===== config.mk =====
export PLATFORM = sky130hd
export DESIGN_NAME = decode_stage
export DESIGN_NICKNAME = d
export VERILOG_FILES = /design/src/rtl/params.sv /design/src/rtl/decode_comb.sv /design/src/rtl/decode_stage.sv
export SDC_FILE = /design/constraint.sdc
export NUM_CORES = 1
export LEC_CHECK = 0
export ABC_AREA = 1
export BUFFER_PORTS_ARGS = -buffer_cell sky130_fd_sc_hd__buf_2
export CAP_MARGIN = 25
export CORE_MARGIN = 2
export CORE_UTILIZATION = 45
export CTS_CLUSTER_DIAMETER = 60
export DETAILED_ROUTE_END_ITERATION = 6
export PLACE_DENSITY = 0.77
export SLEW_MARGIN = 10
export SYNTH_ARGS = -nofsm -noshare
export SYNTH_HDL_FRONTEND = slang
export SYNTH_SLANG_ARGS = --single-unit

===== constraint.sdc =====
create_clock -name clk -period 4.1 [get_ports clk]
set_input_delay 0.41 -clock clk [delete_from_list [all_inputs] [get_ports clk]]
set_output_delay 0.41 -clock clk [all_outputs]
set_load 0.01 [all_outputs]

===== src/rtl/params.sv =====
// Shared RV32I definitions used by the decode stage and the ALU.
// Holds the datapath width, ALU op encoding, opcode/funct7 constants
// and the decoded-instruction record handed from decode to execute.
package params;

  localparam int WORD_SIZE = 32;

  // ALU op encoding shared with the ALU; ADD is zero so a cleared record decodes as ADD.
  typedef enum logic [3:0] {
    OP_ALU_ADD  = 4'd0,
    OP_ALU_SUB  = 4'd1,
    OP_ALU_SLL  = 4'd2,
    OP_ALU_SLT  = 4'd3,
    OP_ALU_SLTU = 4'd4,
    OP_ALU_XOR  = 4'd5,
    OP_ALU_SRL  = 4'd6,
    OP_ALU_SRA  = 4'd7,
    OP_ALU_OR   = 4'd8,
    OP_ALU_AND  = 4'd9
  } alu_op_e;

  localparam logic [6:0] OPC_OP     = 7'b0110011;
  localparam logic [6:0] OPC_OP_IMM = 7'b0010011;
  localparam logic [6:0] OPC_LUI    = 7'b0110111;
  localparam logic [6:0] OPC_AUIPC  = 7'b0010111;

  localparam logic [6:0] FUNCT7_BASE = 7'b0000000;
  localparam logic [6:0] FUNCT7_ALT  = 7'b0100000;

  typedef struct packed {
    alu_op_e               alu_op;
    logic [WORD_SIZE-1:0]  a;
    logic [WORD_SIZE-1:0]  b;
    logic [4:0]            rd;
    logic                  wb_en;
    logic                  illegal;
  } decoded_t;

  function automatic logic is_shift(input alu_op_e op);
    return (op == OP_ALU_SLL) || (op == OP_ALU_SRL) || (op == OP_ALU_SRA);
  endfunction

endpackage


===== src/rtl/decode_comb.sv =====
// Purpose: combinational RV32I ALU-class decoder (OP, OP-IMM, LUI, AUIPC).
// Latency: 0 cycles, purely combinational.
// Backpressure: none; the wrapping stage owns the handshake.
// Ports: instr/pc/rs1_data/rs2_data in; rs1_addr/rs2_addr and a decoded_t record out.
module decode_comb
  import params::*;
(
  input  logic [31:0]          instr,
  input  logic [WORD_SIZE-1:0] pc,
  input  logic [WORD_SIZE-1:0] rs1_data,
  input  logic [WORD_SIZE-1:0] rs2_data,
  output logic [4:0]           rs1_addr,
  output logic [4:0]           rs2_addr,
  output decoded_t             dec
);

  logic [6:0]           opcode;
  logic [2:0]           funct3;
  logic [6:0]           funct7;
  logic [WORD_SIZE-1:0] imm_i;
  logic [WORD_SIZE-1:0] imm_u;
  logic [WORD_SIZE-1:0] op_a;
  logic [WORD_SIZE-1:0] op_b;
  alu_op_e              op;
  logic                 legal;

  assign opcode   = instr[6:0];
  assign funct3   = instr[14:12];
  assign funct7   = instr[31:25];
  assign rs1_addr = instr[19:15];
  assign rs2_addr = instr[24:20];
  assign imm_i    = {{(WORD_SIZE-12){instr[31]}}, instr[31:20]};
  assign imm_u    = {instr[31:12], 12'b0};

  always_comb begin
    op    = OP_ALU_ADD;
    op_a  = '0;
    op_b  = '0;
    legal = 1'b0;
    case (opcode)
      OPC_OP: begin
        op_a = rs1_data;
        op_b = rs2_data;
        if (funct7 == FUNCT7_BASE) begin
          legal = 1'b1;
          case (funct3)
            3'b000:  op = OP_ALU_ADD;
            3'b001:  op = OP_ALU_SLL;
            3'b010:  op = OP_ALU_SLT;
            3'b011:  op = OP_ALU_SLTU;
            3'b100:  op = OP_ALU_XOR;
            3'b101:  op = OP_ALU_SRL;
            3'b110:  op = OP_ALU_OR;
            default: op = OP_ALU_AND;
          endcase
        end else if (funct7 == FUNCT7_ALT) begin
          if (funct3 == 3'b000) begin
            op    = OP_ALU_SUB;
            legal = 1'b1;
          end else if (funct3 == 3'b101) begin
            op    = OP_ALU_SRA;
            legal = 1'b1;
          end
        end
      end
      OPC_OP_IMM: begin
        op_a = rs1_data;
        // SLTIU also uses the sign-extended immediate; the ALU compares it unsigned.
        op_b = imm_i;
        case (funct3)
          3'b000: begin op = OP_ALU_ADD;  legal = 1'b1; end
          3'b001: begin op = OP_ALU_SLL;  legal = (funct7 == FUNCT7_BASE); end
          3'b010: begin op = OP_ALU_SLT;  legal = 1'b1; end
          3'b011: begin op = OP_ALU_SLTU; legal = 1'b1; end
          3'b100: begin op = OP_ALU_XOR;  legal = 1'b1; end
          3'b101: begin
            op    = (funct7 == FUNCT7_ALT) ? OP_ALU_SRA : OP_ALU_SRL;
            legal = (funct7 == FUNCT7_BASE) || (funct7 == FUNCT7_ALT);
          end
          3'b110: begin op = OP_ALU_OR;   legal = 1'b1; end
          default: begin op = OP_ALU_AND; legal = 1'b1; end
        endcase
      end
      OPC_LUI: begin
        op_b  = imm_u;
        legal = 1'b1;
      end
      OPC_AUIPC: begin
        op_a  = pc;
        op_b  = imm_u;
        legal = 1'b1;
      end
      default: legal = 1'b0;
    endcase

    // The ALU shifts by the whole of operand b, so the shift amount is masked here.
    if (is_shift(op)) begin
      op_b = {{(WORD_SIZE-5){1'b0}}, op_b[4:0]};
    end

    // Illegal encodings still flow downstream as a clean ADD 0,0 so execute can trap.
    if (!legal) begin
      op   = OP_ALU_ADD;
      op_a = '0;
      op_b = '0;
    end

    dec.alu_op  = op;
    dec.a       = op_a;
    dec.b       = op_b;
    dec.rd      = instr[11:7];
    dec.wb_en   = legal && (instr[11:7] != 5'd0);
    dec.illegal = !legal;
  end

endmodule


===== src/rtl/decode_stage.sv =====
// Purpose: RV32I decode stage feeding the ALU, one-entry output register plus legal-handoff counter.
// Latency: 1 cycle from accept to out_valid; full throughput when out_ready stays high.
// Backpressure: in_ready = !flush && (!out_valid || out_ready); held entry is stable while stalled.
// Ports: in_* fetch handshake, rf_* register file read, out_* execute handshake, flush, decoded_count.
module decode_stage
  import params::*;
#(
  parameter int CNT_WIDTH = 32
) (
  input  logic                 clk,
  input  logic                 rst,
  input  logic                 in_valid,
  output logic                 in_ready,
  input  logic [31:0]          in_instr,
  input  logic [WORD_SIZE-1:0] in_pc,
  output logic [4:0]           rf_rs1_addr,
  output logic [4:0]           rf_rs2_addr,
  input  logic [WORD_SIZE-1:0] rf_rs1_data,
  input  logic [WORD_SIZE-1:0] rf_rs2_data,
  input  logic                 flush,
  output logic                 out_valid,
  input  logic                 out_ready,
  output alu_op_e              out_alu_op,
  output logic [WORD_SIZE-1:0] out_a,
  output logic [WORD_SIZE-1:0] out_b,
  output logic [4:0]           out_rd,
  output logic                 out_wb_en,
  output logic                 out_illegal,
  output logic [CNT_WIDTH-1:0] decoded_count
);

  decoded_t             dec_comb;
  decoded_t             dec_d, dec_q;
  logic                 valid_d, valid_q;
  logic [CNT_WIDTH-1:0] count_d, count_q;
  logic                 accept;
  logic                 handoff;

  decode_comb u_decode_comb (
    .instr    (in_instr),
    .pc       (in_pc),
    .rs1_data (rf_rs1_data),
    .rs2_data (rf_rs2_data),
    .rs1_addr (rf_rs1_addr),
    .rs2_addr (rf_rs2_addr),
    .dec      (dec_comb)
  );

  assign in_ready = !flush && (!valid_q || out_ready);
  assign accept   = in_valid && in_ready;
  // A flushed entry is killed, not handed off, even if execute was ready.
  assign handoff  = valid_q && out_ready && !flush;

  always_comb begin
    valid_d = valid_q;
    dec_d   = dec_q;
    count_d = count_q;
    if (flush) begin
      valid_d = 1'b0;
    end else if (accept) begin
      valid_d = 1'b1;
      dec_d   = dec_comb;
    end else if (out_ready) begin
      valid_d = 1'b0;
    end
    if (handoff && !dec_q.illegal) begin
      count_d = count_q + {{(CNT_WIDTH-1){1'b0}}, 1'b1};
    end
  end

  always_ff @(posedge clk or posedge rst) begin
    if (rst) begin
      valid_q        <= 1'b0;
      dec_q          <= '0;
      dec_q.alu_op   <= OP_ALU_ADD;
      count_q        <= '0;
    end else begin
      valid_q        <= valid_d;
      dec_q          <= dec_d;
      count_q        <= count_d;
    end
  end

  assign out_valid     = valid_q;
  assign out_alu_op    = dec_q.alu_op;
  assign out_a         = dec_q.a;
  assign out_b         = dec_q.b;
  assign out_rd        = dec_q.rd;
  assign out_wb_en     = dec_q.wb_en;
  assign out_illegal   = dec_q.illegal;
  assign decoded_count = count_q;

endmodule


==> impl_metrics.csv <==
group,metric,value,unit
critical_path,crit_path_top_delay_cell,"nor2_4",
power_and_ir_drop,powerDensity,284,mW/mm²
power_and_ir_drop,p_leak,0.00430,µW
sta,worst_pin_slew,0.989,ns
critical_path,crit_chain,"buf_2 -> inv_1 -> nand2_2 -> nor2_4 -> nand2_2 -> inv_2 -> nand2_1 -> inv_2 -> nor2_8 -> nor2_4 -> nand2_1 -> nand2_1",
clock_network,clk_pin_slew,0.07,ns
routing,vias_per_cell,5.00,
global_routing,grt_pass1_vias,5753,
critical_path,crit_path_max_fanout,38,
final_layout,final_cell_mix,"nand2_1, buf_2, dfrtp_1",
routing,ant_nets,0,
routing,totalWireLength,17200,µm
placement,dp_cells,1182,
sta,hold_viol,0,
routing,wl_per_cell,14.4,µm
placement,dpl.hpwl,12900,µm
sta,finClkSkew,0.00501,ns
critical_path,r2r_start,"out_valid$_DFFE_PP0P_",
clock_network,tritoncts,"yes",
critical_path,rrSetupSlack,1.90,ns
synth,yosysTopAreaCell,"dfrtp_1",
critical_path,start_kind,"input pin",
critical_path,cp_data_arrival_time,2.87,ns
final_layout,final_cells,1198,
die,fp.dieW,119,µm
placement,globalplace.congestion,0.887,
synth,netlist_area,0.00592,mm²
global_routing,grt_start_max_net_pins,77,
global_routing,use_met3,0.0444,
synth,synth_cell_types,33,
global_routing,grt_use_met1,0.327,
final_layout,syn_to_final_growth,26.8,%
final_layout,nets,1155,
sta,clock.fmax,386,MHz
sta,rsz0062_at_grt,"false",
sta,finalSetupTns,0,ns
clock_network,cts_root_buffer,"clkbuf_16",
sta,setup_viol,0,
clock_network,holdBufCountCts,0,
critical_path,cp-end-kind,"register",
run_status,outcome,"completed",
die,num_rows,41,
critical_path,crit_type,"in -> reg",
clock_network,cts_setup_buffers,0,
die,dieArea,0.0141,mm²
min_path,hold_class,"in -> async",
die,io_pins,252,
final_layout,layout-drive-gt1-share,0.284,
run,cap_violations,0,
global_routing,grt_pass1_wl,27900,µm
die,die_h,119,µm
synth,yosys_warnings,0,
critical_path,cp.required,4.38,ns
synth,avgSynthCellArea,7.42,µm²
placement,port_buffers,251,
clock_network,clockBufferDepth,2,
final_layout,layout_commonest_cell,"nand2_1",
final_layout,antennaDiodeCount,0,
power_and_ir_drop,ir_drop,0.220,mV
sta,period_needed,2.59,ns
synth,synthTopCellsByArea,"dfrtp_1, nand2_1, a32o_1, nor2_1, nand3_1",
global_routing,overflow,0,
synth,ys_seq_area_frac,0.457,
clock_network,cts-htree-levels,3,
clock_network,numCtsBuffers,9,
critical_path,crit_buf_inv,4,
synth,ys_ff_latch,108,
synth,yosysTopAreaCellShare,0.457,
clock_network,cts_sinks,108,
global_routing,top_usage_layer,"met2",
synth,synth_nets,932,
critical_path,r2r_end,"out_alu_op[2]$_DFFE_PP0P_",
clock_network,clk-insertion-delay-late,0.34,ns
global_routing,globalRouteMet2Util,0.399,
power_and_ir_drop,total_power,2130,µW
die,core_area,0.0127,mm²
die,initial_core_util,0.465,
global_routing,track_usage,0.246,
clock_network,cts_repair_resize_count,0,
routing,drt_first_pass_iters,5,
sta,slew-limit-headroom,0.340,
global_routing,antenna_found_initial,1,
critical_path,crit_top_cell,"nand2_1",
critical_path,crit_family,"simple AND/OR/NAND/NOR gates",
critical_path,cp_slowest_stage_delay,0.65,ns
synth,syn_inst,798,
routing,drt_iter0_markers,362,
sta,slew_violations,0,
sta,layout_worst_path_cycle_share,0.632,
critical_path,reg2reg_depth,7,
routing,vias,5990,
routing,drcViolationCount,0,
==> where the power goes <==
group          switching [µW]  leakage, µW  internal, µW
registers                12.9      0.00148          1080
clock network             387     0.000132           430
logic                     134      0.00269          87.3
==> layout make-up <==
class | instances | area (µm²)
Fill cell | 1239 | 5210
Clock buffer | 11 | 243
Inverter | 44 | 168
Timing Repair Buffer | 257 | 1330
Clock inverter | 5 | 37.5
Tap cell | 172 | 215
Sequential cell | 108 | 2700
Multi-Input combinational cell | 601 | 2810
==> stage by stage <==
step	setup WS [ns]	utilization	instance area [µm²]	hold slack, ns
after detailed placement	1.15	0.568	7230	0.390
final	1.51	0.590	7510	0.0177
after floorplan	0.844	-	5920	0.476
after global placement	1.24	0.565	7190	0.457
after global routing	1.20	0.590	7510	0.0230
after CTS	1.51	0.590	7510	0.0135
==> synthesized netlist by cell type <==
cell type,number
a21oi_1,2
nand2_1,376
dfrtp_1,108
nor3_1,5
nor3_4,1
xor2_1,17
nand3b_1,1
buf_2,11
inv_2,4
nor2_1,78
nand3_1,38
nor2_4,3
clkbuf_1,20
nor2_8,1
nand2_2,5
buf_6,3
nor3_2,1
o21ai_0,12
nor4_1,1
buf_4,10
o21a_1,1
clkinv_1,1
a32o_1,32
nand4_1,7
inv_1,39
buf_1,1
or2_1,1
ha_1,1
a21boi_1,1
nand3_2,1
and2_1,1
xnor2_1,10
a22o_1,5
==> worst register-to-register path, delay by kind of cell (launching register included) <==
family	cells	cell delay, ns
buf+inv	2	0.80
simple gates	4	0.79
flops	1	0.36
compound gates	1	0.12
==> flip-flops by register name, indices dropped and copies added, names as in the netlist <==
| register | count |
|---|---|
| out_illegal | 1 |
| decoded_count | 32 |
| out_alu_op | 4 |
| out_b | 32 |
| out_valid | 1 |
| out_rd | 5 |
| out_a | 32 |
| out_wb_en | 1 |
==> worst max path at each step <==
stage	start	endpoint	cells past startpoint
2_1_floorplan	rst	decoded_count[0]$_DFFE_PP0P_	1
4_1_cts	in_instr[6]	out_b[2]$_DFFE_PP0P_	12
6_report	in_instr[6]	out_a[28]$_DFFE_PP0P_	12
3_3_place_gp	in_instr[6]	out_a[4]$_DFFE_PP0P_	12
3_5_place_dp	in_instr[6]	out_a[26]$_DFFE_PP0P_	12
5_1_grt	in_instr[6]	out_b[2]$_DFFE_PP0P_	12
==> kinds of logic after synthesis <==
| group | after synthesis | share of synthesized area |
|---|---|---|
| xor gates and xnor gates | 27 | 0.0399 |
| DFF | 108 | 0.457 |
| adders and majority gates | 1 | 0.00211 |
| AOI/OAI and AO/OA | 53 | 0.0759 |
| and+or+nand+nor | 520 | 0.357 |
| buffers and inverters | 89 | 0.0689 |
==> routing by layer <==
layer,routed length [µm],part of all wire,up-vias
met5,0,0,-
met3,1110,0.065,34
met2,8030,0.47,229
li1,-,-,2967
met4,471,0.027,0
met1,7620,0.44,2760
(Power assumes the default switching activity.)
